## src/rtl/mips_mem_pkg.sv

```systemverilog
// rtl/mips_mem_pkg.sv - shared types and constants for the IF/MEM backing-memory arbiter
//
// Holds the arbiter FSM encodings, the word returned on a timeout abort, the
// default arbitration/timeout limits and the counter width helper.

package mips_mem_pkg;

    typedef enum logic [1:0] {
        ST_IDLE   = 2'd0,
        ST_BUSY_I = 2'd1,
        ST_BUSY_D = 2'd2
    } arb_state_t;

    localparam logic [31:0] ERR_WORD = 32'hDEAD_BEEF;

    localparam int STREAK_MAX_DEFAULT = 4;
    localparam int TIMEOUT_DEFAULT    = 255;

    // Bits needed to hold the values 0..max_val (never less than one bit).
    function automatic int cnt_width(input int max_val);
        return (max_val < 2) ? 1 : $clog2(max_val + 1);
    endfunction

endpackage

```

## src/rtl/arb_sat_counter.sv

```systemverilog
// rtl/arb_sat_counter.sv - synchronous saturating up-counter with clear
//
// Ports:
//   clk    in   clock
//   reset  in   synchronous active-high reset
//   clr    in   clear to zero (wins over inc)
//   inc    in   increment by one, holding at MAX
//   count  out  W-bit current value

module arb_sat_counter #(
    parameter int MAX = 4,
    parameter int W   = 3
) (
    input  logic         clk,
    input  logic         reset,
    input  logic         clr,
    input  logic         inc,
    output logic [W-1:0] count
);

    localparam logic [W-1:0] MAX_V = W'(MAX);

    logic at_max;

    assign at_max = (count == MAX_V);

    always_ff @(posedge clk) begin
        if (reset || clr) begin
            count <= '0;
        end else if (inc && !at_max) begin
            count <= count + W'(1);
        end
    end

endmodule

```

## src/rtl/mem_port_arbiter.sv

```systemverilog
// rtl/mem_port_arbiter.sv - IF/MEM arbiter onto one single-ported variable-latency memory
//
// Ports:
//   clk, reset                        clock, synchronous active-high reset
//   if_req/if_addr -> if_rdata/if_ready   fetch port (read-only), ready is a 1-cycle pulse
//   d_req/d_we/d_addr/d_wdata -> d_rdata/d_ready   data port, ready is a 1-cycle pulse
//   m_req/m_we/m_addr/m_wdata, m_rdata/m_ack   memory req/ack handshake
//   bus_err                           sticky timeout-abort flag, cleared only by reset
//
// Data port has priority; after STREAK_MAX consecutive data grants with a
// fetch waiting, the fetch is granted. An access left unacknowledged for
// TIMEOUT busy cycles is aborted and completed with ERR_WORD.

module mem_port_arbiter
    import mips_mem_pkg::*;
#(
    parameter int AW         = 32,
    parameter int DW         = 32,
    parameter int STREAK_MAX = STREAK_MAX_DEFAULT,
    parameter int TIMEOUT    = TIMEOUT_DEFAULT
) (
    input  logic          clk,
    input  logic          reset,
    input  logic          if_req,
    input  logic [AW-1:0] if_addr,
    output logic [DW-1:0] if_rdata,
    output logic          if_ready,
    input  logic          d_req,
    input  logic          d_we,
    input  logic [AW-1:0] d_addr,
    input  logic [DW-1:0] d_wdata,
    output logic [DW-1:0] d_rdata,
    output logic          d_ready,
    output logic          m_req,
    output logic          m_we,
    output logic [AW-1:0] m_addr,
    output logic [DW-1:0] m_wdata,
    input  logic [DW-1:0] m_rdata,
    input  logic          m_ack,
    output logic          bus_err
);

    localparam int SW = cnt_width(STREAK_MAX);
    localparam int TW = cnt_width(TIMEOUT);

    localparam logic [SW-1:0] STREAK_LIMIT = SW'(STREAK_MAX);
    localparam logic [TW-1:0] TMO_LAST     = TW'(TIMEOUT - 1);

    arb_state_t state;
    arb_state_t next_state;

    logic          grant_d;
    logic          grant_i;
    logic          done;
    logic          abort;
    logic          busy;
    logic          streak_sat;
    logic          tmo_limit;
    logic [SW-1:0] streak_cnt;
    logic [TW-1:0] tmo_cnt;

    assign busy = (state == ST_BUSY_I) || (state == ST_BUSY_D);

    // The streak saturates at STREAK_MAX, so equality is the ">= limit" test.
    // With STREAK_MAX = 0 the count is pinned at 0 and fetch always wins.
    assign streak_sat = (streak_cnt == STREAK_LIMIT);

    // True in the TIMEOUT-th consecutive unacknowledged busy cycle.
    assign tmo_limit = (tmo_cnt == TMO_LAST);

    always_ff @(posedge clk) begin
        if (reset) begin
            state <= ST_IDLE;
        end else begin
            state <= next_state;
        end
    end

    always_comb begin
        next_state = state;
        grant_d    = 1'b0;
        grant_i    = 1'b0;
        done       = 1'b0;
        abort      = 1'b0;
        case (state)
            ST_IDLE: begin
                // In the ready-pulse cycle the requester still presents the
                // request it just had served, so no grant is made then.
                if (!(if_ready || d_ready)) begin
                    if (d_req && !(if_req && streak_sat)) begin
                        grant_d    = 1'b1;
                        next_state = ST_BUSY_D;
                    end else if (if_req) begin
                        grant_i    = 1'b1;
                        next_state = ST_BUSY_I;
                    end
                end
            end
            ST_BUSY_I, ST_BUSY_D: begin
                // An ack in the limit cycle takes precedence over the abort.
                if (m_ack) begin
                    done       = 1'b1;
                    next_state = ST_IDLE;
                end else if (tmo_limit) begin
                    abort      = 1'b1;
                    next_state = ST_IDLE;
                end
            end
            default: begin
                next_state = ST_IDLE;
            end
        endcase
    end

    arb_sat_counter #(
        .MAX (STREAK_MAX),
        .W   (SW)
    ) u_streak_cnt (
        .clk   (clk),
        .reset (reset),
        .clr   (!if_req || grant_i),
        .inc   (grant_d && if_req),
        .count (streak_cnt)
    );

    arb_sat_counter #(
        .MAX (TIMEOUT),
        .W   (TW)
    ) u_tmo_cnt (
        .clk   (clk),
        .reset (reset),
        .clr   (!busy || m_ack),
        .inc   (busy && !m_ack),
        .count (tmo_cnt)
    );

    always_ff @(posedge clk) begin
        if (reset) begin
            m_req    <= 1'b0;
            m_we     <= 1'b0;
            m_addr   <= '0;
            m_wdata  <= '0;
            if_rdata <= '0;
            if_ready <= 1'b0;
            d_rdata  <= '0;
            d_ready  <= 1'b0;
            bus_err  <= 1'b0;
        end else begin
            if_ready <= 1'b0;
            d_ready  <= 1'b0;

            if (grant_d) begin
                m_req   <= 1'b1;
                m_we    <= d_we;
                m_addr  <= d_addr;
                m_wdata <= d_wdata;
            end else if (grant_i) begin
                m_req   <= 1'b1;
                m_we    <= 1'b0;
                m_addr  <= if_addr;
                m_wdata <= '0;
            end

            if (done || abort) begin
                m_req <= 1'b0;
                m_we  <= 1'b0;
                if (state == ST_BUSY_I) begin
                    if_ready <= 1'b1;
                    if_rdata <= abort ? DW'(ERR_WORD) : m_rdata;
                end else begin
                    d_ready <= 1'b1;
                    if (abort) begin
                        d_rdata <= DW'(ERR_WORD);
                    end else begin
                        d_rdata <= m_we ? '0 : m_rdata;
                    end
                end
            end

            if (abort) begin
                bus_err <= 1'b1;
            end
        end
    end

endmodule

```

## config.mk

```make
export PLATFORM = sky130hd
export DESIGN_NAME = mem_port_arbiter
export DESIGN_NICKNAME = d
export VERILOG_FILES = /design/src/rtl/mips_mem_pkg.sv /design/src/rtl/arb_sat_counter.sv /design/src/rtl/mem_port_arbiter.sv
export SDC_FILE = /design/constraint.sdc
export NUM_CORES = 1
export LEC_CHECK = 0
export CAP_MARGIN = 10
export CORE_ASPECT_RATIO = 0.75
export CORE_MARGIN = 4
export CORE_UTILIZATION = 41
export CTS_CLUSTER_DIAMETER = 120
export CTS_CLUSTER_SIZE = 30
export DETAILED_ROUTE_END_ITERATION = 10
export PLACE_DENSITY = 0.88
export SYNTH_ARGS = -nofsm -noshare
export SYNTH_HDL_FRONTEND = slang
export SYNTH_SLANG_ARGS = --single-unit
```

## constraint.sdc

```tcl
create_clock -name clk -period 2.2 [get_ports clk]
set_input_delay 0.66 -clock clk [delete_from_list [all_inputs] [get_ports clk]]
set_output_delay 0.66 -clock clk [all_outputs]
set_load 0.005 [all_outputs]
```

==> results of run 1 <==
metrics by stage:
stage               area, sq um  total power, mW  setup TNS [ns]  instances
CTS                        9230             7.92               0       1090
finish                     9240             7.83               0       1090
floorplan                  5750             4.01               0        643
global placement           8680             5.15           -4.64       1058
detailed placement         8680             5.21           -5.72       1058
global route               9240             8.21               0       1090
power by group through the flow:
stage	combinational (mW)	clock (mW)	sequential, mW
floorplan	0.796	0	3.21
global placement	1.97	0	3.18
detailed placement	2.01	0	3.19
CTS	2.02	2.75	3.14
global route	2.17	2.86	3.18
finish	2.01	2.68	3.14
area by class of cell:
type / count / area, sq um / share of cell area
clock inverter: 14 / 120 / 0.0130
tap: 175 / 219 / 0.0237
sequential: 146 / 2920 / 0.316
multi-input combinational: 443 / 2600 / 0.281
timing repair buffer: 288 / 2930 / 0.317
inverter: 6 / 22.5 / 0.00244
clock buffer: 18 / 429 / 0.0465
registers in the layout (all words and copies together), names as in the netlist:
| register | count |
|---|---|
| m_we | 1 |
| if_ready | 1 |
| m_wdata | 32 |
| u_tmo_cnt.count | 8 |
| m_req | 1 |
| state | 2 |
| m_addr | 32 |
| d_rdata | 32 |
| if_rdata | 32 |
| u_streak_cnt.count | 3 |
| d_ready | 1 |
| bus_err | 1 |
placed cells by master (no fill, tap or decap), types with 2 or more instances in the layout:
cell / netlist / routed
nand2_1: 85 / 85
xor2_1: 6 / 6
inv_6: 0 / 6
nor2_1: 96 / 92
a22o_1: 32 / 32
o21ai_0: 18 / 18
clkbuf_16: 0 / 17
mux2i_1: 2 / 2
nor2b_1: 3 / 3
buf_12: 0 / 8
clkinvlp_4: 0 / 3
nor2_2: 1 / 4
a311oi_1: 32 / 32
a211oi_1: 3 / 3
o21a_1: 48 / 48
nand4_1: 7 / 7
clkinv_4: 0 / 2
nand3_1: 8 / 7
dfxtp_1: 146 / 146
clkdlybuf4s50_1: 0 / 265
a21oi_1: 43 / 43
nand2b_1: 29 / 29
and3_1: 4 / 4
ha_1: 6 / 6
buf_4: 5 / 15
inv_8: 0 / 2
or2_2: 2 / 2
inv_1: 6 / 6
and3b_1: 2 / 2
routing by layer:
metal | part of all wire | up-vias | global-route usage
li1 | - | 2762 | -
met1 | 0.42 | 2672 | 0.266
met2 | 0.49 | 166 | 0.377
met3 | 0.066 | 26 | 0.0719
met4 | 0.014 | 0 | 0.0677
met5 | 0 | - | 0
final timing paths:
kind / cells after the start / slack [ns] / from / to
worst max-delay path: 1 / 0.16 / d_ready / d_ready
worst min-delay path: 1 / 0.46 / if_rdata[2] / if_rdata[2]
worst max register to register: 8 / 0.28 / u_tmo_cnt.count[0] / if_rdata[3]
worst min register to register: 1 / 0.46 / if_rdata[2] / if_rdata[2]
cells by family (layout without fill, tap and decap cells):
kind of cell | Yosys count | after routing | synth area share
simple gates | 246 | 246 | 0.193
compound gates | 182 | 182 | 0.228
flops | 146 | 146 | 0.508
buf+inv | 54 | 326 | 0.0435
xor+xnor | 7 | 7 | 0.0107
fa+ha+maj | 6 | 6 | 0.0131
mux | 2 | 2 | 0.00348
==> impl_metrics.toml, run 1 <==
[power_and_ir_drop]
p_seq_frac = 0.401
p_int_mw = 5.59
switchingPower_mw = 2.24
ir_worst_vdd_uv = 482
share_comb_of_total_power = 0.257
power_density_nw_per_um2 = 848
p_sw_frac = 0.286
p_leak_nw = 3.51
pwr-share-clk = 0.343

[layout]
areaGrowthSynthToFinish_pct = 60.6
fin_nets = 1042
fin_util = 0.674
drive_gt1_frac = 0.0721
antennaDiodeCount = 0
fillCellCount = 1080

[route]
first_pass_iters = 5
wl_um = 18100
num_vias = 5626
viasPerCell = 5.16
detail_route.wl_per_cell_um = 16.6
first_iter_violations = 317
drcViolationCount = 0
postRouteAntennaNets = 0

[setup_path]
worstPathCellList = "clkdlybuf4s50_1"
cpMaxStageDelayCell = "clkdlybuf4s50_1"
crit_type = "reg2out"
path_max_fanout = 4
cp-start-kind = "flop"
end_kind = "primary output"
critical_path_required_ns = 1.54
worst_ep_arrival_time_ns = 1.38
critPathMaxStageDelay_ns = 0.55
critPathTopFamily = "buffers and inverters"
critPathBufInv = 1

[clocking]
cts_hold_buf = 0
numCtsBuffers = 17
cts_setup_buffers = 0
path_clk_slew_ns = 0.07
cts_tree = "yes"
root_buffer = "clkbuf_16"
cts.htree.levels = 4
worstSkewPairLatency_ns = 0.41
cts_buffer_depth = 2
clock_sinks = 146
post_cts_resized = 0

[logic_synthesis]
synth_top_flop_cell = "dfxtp_1"
synth_area_leaders = "dfxtp_1, nor2_1, o21a_1"
ys_seq_elements = 146
synthArstFlopShare = 0
synthTopCellsByCount = "dfxtp_1, nor2_1, nand2_1"
syn_inst = 643
syn_avg_cell_area_sq_um = 8.94
synth_cell_types = 43
yosysWarnings = 0
synth_edf_count = 0
syn_area_sq_um = 5750
synth_top_area_share = 0.508
syn-num-nets = 783
synth_top_cell_by_area = "dfxtp_1"
seq_area_frac_synth = 0.508
yosysMostFrequentCell = "dfxtp_1"

[global_routing]
grt_max_degree = 68
grt_pass1_wl_um = 28700
antenna_found_initial = 0
grt_overflow_total = 0
grt_use_total = 0.222
grt_pass1_vias = 5751

[sta]
postLayoutSetupSlackWorst_ns = 0.157
fmax_mhz = 489
tightestPinTransition_ns = 0.627
rsz0062_at_grt = "no"
setup_violations = 0
slew_headroom = 0.581
drv_slew = 0
fin_crit_ns = 2.04
fin_crit_sh = 0.929
hold_violations = 0
skew_ns = 0.0172
fin_hold_ws_ns = 0.465

[placed_design]
routabilityCongestion = 0.804
place_ws_ns = -0.211
post-dp-hpwl_um = 13100
port_buffers = 266

[floorplanning]
rows = 37
die-area_sq_um = 16000
chipHeight_um = 111
core-area_sq_um = 13700
start_util = 0.420
pin_count = 267
die_w_um = 145

[hold_path]
hold_class = "reg2reg"

[flow_run]
cap_violations = 0

[run_status]
status = "finished clean"
No activity file was read; power rests on OpenSTA's default activity.
==> inputs of run 2 (changes only) <==
--- a/config.mk
+++ b/config.mk
@@ -12,7 +12,8 @@
 export CTS_CLUSTER_DIAMETER = 120
 export CTS_CLUSTER_SIZE = 30
 export DETAILED_ROUTE_END_ITERATION = 10
-export PLACE_DENSITY = 0.88
+export GPL_TIMING_DRIVEN = 0
+export PLACE_DENSITY = 0.79
 export SYNTH_ARGS = -nofsm -noshare
 export SYNTH_HDL_FRONTEND = slang
 export SYNTH_SLANG_ARGS = --single-unit
==> impl_metrics.toml, run 2 (synthesis gave the netlist of run 1 again) <==
[setup_path]
critPathMaxStageDelay_ns = 0.58
end_kind = "primary output"
cpMaxStageDelayCell = "clkdlybuf4s50_1"
path_max_fanout = 9
critical_path_required_ns = 1.54
worstPathCellList = "clkdlybuf4s50_1"
crit_cells = 1
critPathBufInv = 1
critPathTopFamily = "buffers and inverters"
cp-start-kind = "flop"
ff2ff_path_depth = 7
r2r_slack_ns = 0.16
crit_type = "reg2out"
worst_ep_arrival_time_ns = 1.44

[global_routing]
met1_usage = 0.302
grt_overflow_total = 0
busiest_layer = "met2"
grt_max_degree = 17
antenna_found_initial = 0
grt_pass1_wl_um = 28900
grt_use_total = 0.225
grt_pass1_vias = 5531
use_met3 = 0.0840
met2_usage = 0.344

[power_and_ir_drop]
p_leak_nw = 3.53
ir_worst_vdd_uv = 498
finalPower_mw = 7.98
power_density_nw_per_um2 = 865

[sta]
drv_slew = 0
setup_violations = 0
slew_headroom = 0.647
rsz0062_at_grt = "no"
tightestPinTransition_ns = 0.529
hold_violations = 0
fmax_mhz = 476
fin_crit_ns = 2.10
skew_ns = 0.0105
fin_crit_sh = 0.954

[route]
drcViolationCount = 0
postRouteAntennaNets = 0
viasPerCell = 5.18
wl_um = 18400
first_iter_violations = 300
first_pass_iters = 5
num_vias = 5767
detail_route.wl_per_cell_um = 16.5

[clocking]
cts_buffer_depth = 2
numCtsBuffers = 17
cts_tree = "yes"
clock_sinks = 146
root_buffer = "clkbuf_16"
path_clk_slew_ns = 0.06
cts.htree.levels = 4
worstSkewPairLatency_ns = 0.41
cts_setup_buffers = 0

[floorplanning]
pin_count = 267
start_util = 0.420
rows = 37
core-area_sq_um = 13700
die_w_um = 145
chipHeight_um = 111
die-area_sq_um = 16000

[layout]
final_cell_mix = "clkdlybuf4s50_1, dfxtp_1, nor2_1, nand2_1, o21a_1"
areaGrowthSynthToFinish_pct = 60.4
antennaDiodeCount = 0
drive_gt1_frac = 0.0745
final-seq-area_sq_um = 2920
final_common_cell = "clkdlybuf4s50_1"
fin_util = 0.673
fillCellCount = 1149
multiInputGateArea_sq_um = 2590
fin_nets = 1066

[run_status]
status = "finished clean"

[hold_path]
min_path_cells = 1
hold_class = "reg2reg"

[placed_design]
port_buffers = 264
post-dp-hpwl_um = 13900
routabilityCongestion = 0.794

[flow_run]
cap_violations = 0
run 2: changes by cell type in the layout (fill, tap and decap cells not counted), moves of 3 or more:
cell and delta:
clkbuf_1 +17, buf_2 +13, buf_4 -10, buf_12 -8
clkbuf_2 +6, clkbuf_4 +3, nor2_1 +3
run 2: worst paths after layout:
kind,start,to
worst max-delay path,m_we,m_we
worst min-delay path,if_rdata[30],if_rdata[30]
worst max register to register,state[1],m_wdata[20]
worst min register to register,if_rdata[30],if_rdata[30]
run 2: routing by layer:
layer	up-vias	part of all wire
li1	2811	-
met1	2725	0.45
met2	205	0.46
met3	26	0.081
met4	0	0.014
met5	-	0
run 2: per-stage QoR:
| step | worst slack, ns | hold slack, ns | instance area, sq um | TNS (ns) | instances |
|---|---|---|---|---|---|
| finish | 0.100 | 0.463 | 9220 | 0 | 1114 |
| detailed placement | -0.466 | 0.452 | 8610 | -30.14 | 1082 |
| CTS | 0.00330 | 0.466 | 9200 | 0 | 1114 |
| floorplan | 0.443 | 0.449 | 5750 | 0 | 643 |
| global route | 0.00519 | 0.482 | 9220 | 0 | 1114 |
| global placement | -0.447 | 0.445 | 8610 | -28.19 | 1082 |
run 2: final cells by class:
cell class,instances,area share
sequential,146,0.317
timing repair buffer,264,0.287
multi-input combinational,443,0.281
clock buffer,18,0.0476
buffer,48,0.0262
tap,175,0.0237
clock inverter,14,0.0155
inverter,6,0.00244
run 2: timing repair:
| action | in CTS | in global routing |
|---|---|---|
| gates cloned | 0 | 0 |
| resized for setup | 2 | 13 |
| setup endpoints to repair | 21 | 56 |
| hold buffers | 0 | 0 |
run 2: power breakdown:
group,leakage (nW),internal [mW],total [mW],switching [mW]
clock,0.270,1.62,2.86,1.24
combinational,2.06,1.10,1.97,0.869
sequential,1.19,2.97,3.14,0.173
total,3.53,5.70,7.98,2.28
==> inputs of run 3 (changes only) <==
--- a/config.mk
+++ b/config.mk
@@ -6,7 +6,7 @@
 export NUM_CORES = 1
 export LEC_CHECK = 0
 export CAP_MARGIN = 10
-export CORE_ASPECT_RATIO = 0.75
+export CORE_ASPECT_RATIO = 0.8
 export CORE_MARGIN = 4
 export CORE_UTILIZATION = 41
 export CTS_CLUSTER_DIAMETER = 120
==> impl_metrics.toml, run 3 (synthesis gave the netlist of run 1 again) <==
[run_status]
status = "finished clean"

[setup_path]
worst_ep_arrival_time_ns = 1.46
critical_path_required_ns = 1.54
end_kind = "primary output"
crit_cells = 1
cpMaxStageDelayCell = "clkdlybuf4s50_1"
ff2ff_path_depth = 7
path_max_fanout = 9
worstPathCellList = "clkdlybuf4s50_1"
critPathTopFamily = "buffers and inverters"
critPathBufInv = 1
crit_type = "reg2out"
critPathMaxStageDelay_ns = 0.58
cp-start-kind = "flop"

[layout]
multiInputGateArea_sq_um = 2600
fin_nets = 1067
fillCellCount = 1124
fin_util = 0.677
fin_cells = 1120
areaGrowthSynthToFinish_pct = 60.8
final-seq-area_sq_um = 2920
antennaDiodeCount = 0
final_cell_mix = "clkdlybuf4s50_1, dfxtp_1, nor2_1, nand2_1, o21a_1"
final_common_cell = "clkdlybuf4s50_1"
drive_gt1_frac = 0.0755

[floorplanning]
die_w_um = 140
pin_count = 267
chipHeight_um = 114
start_util = 0.421
core-area_sq_um = 13600
rows = 38
die-area_sq_um = 16000

[sta]
setup_violations = 0
fin_crit_ns = 2.12
fmax_mhz = 471
skew_ns = 0.00701
tightestPinTransition_ns = 0.574
postLayoutSetupSlackWorst_ns = 0.0761
fin_crit_sh = 0.965
hold_violations = 0
fin_hold_ws_ns = 0.463
drv_slew = 0
slew_headroom = 0.617

[power_and_ir_drop]
ir_worst_vdd_uv = 526
p_leak_nw = 3.54
power_density_nw_per_um2 = 868
finalPower_mw = 8.02

[global_routing]
grt_max_degree = 17
use_met3 = 0.0767
antenna_found_initial = 0
grt_use_total = 0.231
grt_pass1_wl_um = 29600
grt_overflow_total = 0
met1_usage = 0.305
busiest_layer = "met2"
met2_usage = 0.358
grt_pass1_vias = 5535

[clocking]
cts_tree = "yes"
clock_sinks = 146
cts_buffer_depth = 2
worstSkewPairLatency_ns = 0.41
path_clk_slew_ns = 0.06
numCtsBuffers = 17
cts_hold_buf = 0
root_buffer = "clkbuf_16"
cts.htree.levels = 4

[placed_design]
place_ws_ns = -0.462
dp_cells = 1087
routabilityCongestion = 0.864
port_buffers = 264
post-dp-hpwl_um = 14200

[hold_path]
hold_class = "reg2reg"
min_path_cells = 1

[flow_run]
cap_violations = 0

[route]
viasPerCell = 5.09
num_vias = 5698
drcViolationCount = 0
postRouteAntennaNets = 0
first_iter_violations = 353
wl_um = 19000
detail_route.wl_per_cell_um = 16.9
first_pass_iters = 5
==> run 3: cell types whose count changed in the layout (fill, tap and decap cells not counted) <==
cell	previous run	this run
buf_4	5	6
clkbuf_1	18	19
inv_8	2	3
nor2_4	0	1
clkinv_2	0	1
clkinvlp_4	5	3
clkbuf_2	6	5
inv_6	5	6
clkinv_4	1	0
nor2_1	95	94
==> run 3: path summary, 6_finish.rpt <==
path | from | end | slack [ns]
setup / recovery | m_we | m_we | 0.08
hold / removal | d_rdata[31] | d_rdata[31] | 0.46
setup reg to reg | state[0] | d_rdata[5] | 0.12
hold reg to reg | d_rdata[31] | d_rdata[31] | 0.46
==> run 3: timing repair <==
| item | 4_1_cts | 5_1_grt |
|---|---|---|
| endpoints found under the setup margin | 21 | 77 |
| buffers inserted | 0 | 1 |
| gates resized for setup | 3 | 10 |
==> run 3: where the power goes <==
group | switching (mW) | internal, mW
logic | 0.887 | 1.11
registers | 0.176 | 2.97
clock network | 1.25 | 1.63
==> run 3: final cells by class <==
type / instances / area share
Clock buffer: 18 / 0.0475
Tap cell: 180 / 0.0244
Inverter: 6 / 0.00244
Sequential cell: 146 / 0.316
Timing Repair Buffer: 265 / 0.287
Multi-Input combinational cell: 443 / 0.281
Clock inverter: 14 / 0.0156
Buffer: 48 / 0.0260
==> run 3: per-stage QoR <==
step,area [sq um],TNS (ns)
global route,9240,-0.0714
finish,9240,0
CTS,9200,0
global placement,8620,-28.53
detailed placement,8620,-30.50
floorplan,5750,0
==> run 3: routing by layer <==
| metal | vias to the layer above | share of wire |
|---|---|---|
| met2 | 189 | 0.46 |
| li1 | 2818 | - |
| met5 | - | 0 |
| met3 | 29 | 0.084 |
| met1 | 2662 | 0.44 |
| met4 | 0 | 0.020 |
==> edit 1 (flow settings as in run 2) <==
Change the package constant `STREAK_MAX_DEFAULT` from 4 to 2.
--- a/src/rtl/mips_mem_pkg.sv
+++ b/src/rtl/mips_mem_pkg.sv
@@ -13,7 +13,7 @@
 
     localparam logic [31:0] ERR_WORD = 32'hDEAD_BEEF;
 
-    localparam int STREAK_MAX_DEFAULT = 4;
+    localparam int STREAK_MAX_DEFAULT = 2;
     localparam int TIMEOUT_DEFAULT    = 255;
 
     // Bits needed to hold the values 0..max_val (never less than one bit).
Function: no difference found for any inputs over 4 cycles, from zero or initial values and one cycle with reset high; that may be too few to reach the edited logic, so the function may still have changed.
==> edit 1 against run 2 <==
  * Cell area rose by 0.75%
  * Setup slack improved by 7.6 ps
  * Area after synthesis rose by 0.63%
  * Sequential cell count fell by 1
  * Wire length rose by 2.5%
  * First-iteration DRC count fell by 17%
  * Synthesized cell count fell by 1.1%
  * Global-route usage rose by 0.30 points
  * Power rose by 5.5%
  * Largest power group unchanged
  * Highest routed layer unchanged
==> edit 1: results (changes against run 2) <==
* Worst setup EP type: primary output
* Worst EP arrival at 1430 ps
* Slowest cell on crit path: clkdlybuf4s50_1
* WL/cell at 17.1 um (+3.1%)
* Gp weighted congestion at 0.847 (+6.7%)
* Synth Warn # at 0 (unchanged)
* Commonest cells in the netlist: dfxtp_1 (145), nor2_1 (123), a21oi_1 (75), a211oi_1 (43)
* Slew headroom at 57.4% (-7.3 points)
* Worst skew pair latency at 410 ps (about the same)
* Largest net degree at the start of global routing at 17 (unchanged)
* Area contributors post-synth: dfxtp_1 (50%), nor2_1 (8.0%), a21oi_1 (6.5%)
* Worst Hold Depth at 1 (unchanged)
* Min Tclk post-route at 2090 ps (-7.59 ps)
* Crit path launch: m_we
* Worst R2R Setup Slack at 270 ps (+110 ps)
* Status: finished clean
* Max clock buf depth at 2 (unchanged)
* Drt initial violations at 250 (-17%)
* Global Route Usage Sum at 22.8% (+0.30 points)
* Initial antenna violation count at 0 (unchanged)
* CP peak stage delay at 580 ps (about the same)
* Family with the most delay on the worst path: buffers and inverters
* Hold EP: if_rdata[0]
* Hold_ws at 465 ps (+1.90 ps)
* Clk_skew at 10.6 ps (+0.0503 ps)
* Fin nets at 1059 (-0.66%)
* Clk slew on worst S/H paths at 60 ps (about the same)
* Reg2Reg Depth at 7 (unchanged)
* Vias in the first global route at 5527 (-0.072%)
* Detailed-placement wirelength estimate at 14.1 mm (+1.4%)
* Hold Crit Start: if_rdata[0]
* # diodes at 0 (unchanged)
* Fraction of layout cells with a size suffix above 1 at 6.75% (-0.70 points)
* H-Tree Depth at 4 (unchanged)
* Crit Path Max Fanout at 4 (-5)
* Initial DRT Pass Iterations at 6 (+1)
* Lkg Pwr at 3.58 nW (+1.5%)
* Predominant post-synthesis flop cell: dfxtp_1
* CTS root buf: clkbuf_16
* Cts bufs inserted at 17 (unchanged)
* Hold crit path type: reg -> reg
* First-pass GRT wire length at 29.9 mm (+3.2%)
* CTS Hold Buffers Added at 0 (unchanged)
* Layout fillers at 1126 (-2.0%)
* Final setup viols at 0 (unchanged)
* Syn nets at 775 (-1.0%)
* Worst r2r src: state[1]
* Maximum VDD drop at 0.000561 V (+13%)
* Port Buffers at 265 (+0.38%)
* Dpl ws at -307 ps (+159 ps)
* Async set-reset flop share out of synthesis at 0% (unchanged)
* Seq/Total Area, Yosys at 50.2% (-0.66 points)
* Library cells used by synthesis at 45 (+4.7%)
* Reg2reg end: m_addr[11]
* Vias per Instance at 5.20 (+0.44%)
-- edit 1: layout make-up --
type	instances	area share [%]
Tap cell	175	2.36
Inverter	8	0.323
Multi-Input combinational cell	429	28.0
Sequential cell	145	31.2
Timing Repair Buffer	265	28.6
Clock inverter	14	2.18
Clock buffer	18	4.62
Buffer	54	2.72
-- edit 1: kinds of logic after synthesis --
logic type	Yosys count	share of synthesized area, %
compound gates	195	22.5
simple gates	192	15.0
flops	145	50.2
buf+inv	62	4.87
mux	33	5.71
fa+ha+maj	5	1.08
xor+xnor	4	0.605
-- edit 1: report_power, final --
group	internal (mW)	switching, mW
Combinational	1.17	1.02
Sequential	2.95	0.170
Clock	1.92	1.19
-- edit 1: worst max-delay path by stage --
| stage | cells after the start | end |
|---|---|---|
| after global placement | 5 | if_rdata[27] |
| final | 1 | m_we |
| after CTS | 1 | m_we |
| after detailed placement | 4 | bus_err |
| after floorplan | 7 | m_wdata[10] |
| after global routing | 5 | if_rdata[30] |
-- edit 1: routing by layer --
layer	track usage (%)	vias to the layer above	share of wire (%)
met5	0	-	0
met4	6.58	0	1.9
met3	10.6	29	11
met2	34.9	234	44
met1	29.1	2651	43
li1	-	2847	-
-- edit 1: stage by stage --
stage,cells,area [um^2]
6_report,1108,9290
5_1_grt,1108,9290
4_1_cts,1108,9290
3_5_place_dp,1076,8660
3_3_place_gp,1076,8660
2_1_floorplan,636,5790
-- edit 1: repair_timing --
item / in CTS / in global routing
buffers inserted: 0 / 0
gates resized for setup: 0 / 2
setup endpoints to repair: 0 / 2
==> edit 2 (flow settings as in run 2) <==
Without the edit above. Register the output `bus_err` once more; this adds one clock of latency there. The other outputs are not delayed to match.
--- a/src/rtl/mem_port_arbiter.sv
+++ b/src/rtl/mem_port_arbiter.sv
@@ -45,6 +45,8 @@
 
     localparam logic [SW-1:0] STREAK_LIMIT = SW'(STREAK_MAX);
     localparam logic [TW-1:0] TMO_LAST     = TW'(TIMEOUT - 1);
+
+    logic bus_err_s0;
 
     arb_state_t state;
     arb_state_t next_state;
@@ -144,7 +146,7 @@
             if_ready <= 1'b0;
             d_rdata  <= '0;
             d_ready  <= 1'b0;
-            bus_err  <= 1'b0;
+            bus_err_s0 <= 1'b0;
         end else begin
             if_ready <= 1'b0;
             d_ready  <= 1'b0;
@@ -178,10 +180,14 @@
             end
 
             if (abort) begin
-                bus_err <= 1'b1;
+                bus_err_s0 <= 1'b1;
             end
         end
     end
 
+    always_ff @(posedge clk) begin
+        bus_err <= bus_err_s0;
+    end
+
 endmodule
 
Behaviour: same outputs for any inputs over 4 cycles, from zero or initial values and one cycle with reset high; that may be too few to reach the edited logic, so the function may still have changed.
==> edit 2 against run 2 <==
  * Die area grew 0.33%
  * Wire length grew 0.35%
  * Power shrank 0.65%
  * Critical path depth is the same
  * Area after synthesis grew 0.35%
  * Cell area grew 0.11%
  * Sequential cell count grew 1
  * Clock power shrank 2%
  * Global-route usage grew 0.10 points
  * Core utilization shrank 0.15 points
  * Worst hold slack lost 92 ps
  * Setup slack gained 21 ps
  * Count of clock-buffer cells in the layout shrank 1
  * Critical path type unchanged
==> edit 2: results (changes against run 2) <==
* Area contributors post-synth: dfxtp_1 (51%), nor2_1 (6.2%), o21a_1 (6.2%)
* Cts bufs inserted at 17 (unchanged)
* Worst EP arrival at 1420 ps (-20 ps)
* Met3 routed WL at 1.45 mm (-3.7%)
* Min Tclk post-route at 2080 ps (-20.6 ps)
* Maximum VDD drop at 0.000554 V (+11%)
* Clk_skew at 9.37 ps (-1.14 ps)
* M1 GR Usage at 29.2% (-0.99 points)
* Crit path launch: m_we
* Hold_ws at 371 ps (-92.1 ps)
* Post-Route WL at 18.5 mm (+0.35%)
* Fraction of layout cells with a size suffix above 1 at 7.66% (+0.20 points)
* Post-DP Area at 8630 um^2 (+0.23%)
* Worst R2R Setup Slack at 170 ps
* Seq/Total Area, Yosys at 51.0% (+0.17 points)
* Status: finished clean
* Util after Layout at 67.1% (-0.15 points)
* Crit Path Max Fanout at 9 (unchanged)
* Dpl ws at -472 ps (-5.57 ps)
* Layout fillers at 1124 (-2.2%)
* Reg2reg end: d_rdata[28]
* Hold Crit Start: bus_err_s0
* Commonest cells in the netlist: dfxtp_1 (147), nor2_1 (96), nand2_1 (85), o21a_1 (48), a21oi_1 (43)
* Family with the most delay on the worst path: buffers and inverters
* Slowest cell on crit path: clkdlybuf4s50_1
* Met2 GRT Util at 36.1% (+1.6 points)
* Post-CTS Resized at 4 (+2)
* Syn nets at 784 (+0.13%)
* Drt initial violations at 249 (-17%)
* WL met2 at 8.66 mm (+3.1%)
* Fin nets at 1067 (+0.094%)
* Uppermost layer routed: met4
* First-pass GRT wire length at 29.7 mm (+2.6%)
* Lkg Pwr at 3.54 nW (+0.37%)
* Post-CTS setup buffer count at 0 (unchanged)
* Detailed-placement wirelength estimate at 14.0 mm (+0.59%)
* Worst r2r src: state[0]
* Library cells used by synthesis at 43 (unchanged)
* Hold crit path type: reg -> reg
* Worst skew pair latency at 420 ps
* Setup crit end: m_we
* Vias per Instance at 5.11 (-1.3%)
* Hold EP: bus_err
* Clk slew on worst S/H paths at 70 ps
* Met3 Use GR at 8.34% (-0.062 points)
* Met1 wire length at 8.13 mm (-1.8%)
* Aggregate global routing overflow at 0 (unchanged)
* Async set-reset flop share out of synthesis at 0% (unchanged)
* Gp weighted congestion at 0.815 (+2.7%)
* Vias in the first global route at 5591 (+1.1%)
* Worst-margin pin slew at 517 ps (-12.8 ps)
* CP peak stage delay at 560 ps (-20 ps)
* Worst Hold Depth at 0 (-1)
* Global Route Usage Sum at 22.6% (+0.10 points)
* # diodes at 0 (unchanged)
* Initial DRT Pass Iterations at 4 (-1)
## edit 2: area by class of cell
type	instances	share of cell area, %
Timing Repair Buffer	264	28.6
Multi-Input combinational cell	443	28.1
Buffer	48	2.62
Clock inverter	15	1.57
Sequential cell	147	31.9
Clock buffer	17	4.61
Tap cell	175	2.37
Inverter	6	0.244
## edit 2: power breakdown
group,switching [mW],internal (mW)
Combinational,0.865,1.10
Clock,1.29,1.50
Sequential,0.176,2.99
## edit 2: stage by stage
stage / std cells / power, mW
after CTS: 1115 / 7.97
after detailed placement: 1083 / 5.17
after global routing: 1115 / 8.31
after floorplan: 644 / 4.03
after global placement: 1083 / 5.14
final: 1115 / 7.92
## edit 2: logic make-up after synthesis
| family | share of synthesized area [%] |
|---|---|
| AO/OA/AOI/OAI | 22.7 |
| adder cells (fa/ha/maj) | 1.30 |
| AND/OR/NAND/NOR | 19.2 |
| multiplexers | 0.347 |
| buffers and inverters | 4.34 |
| XOR/XNOR | 1.06 |
| flip-flops | 51.0 |
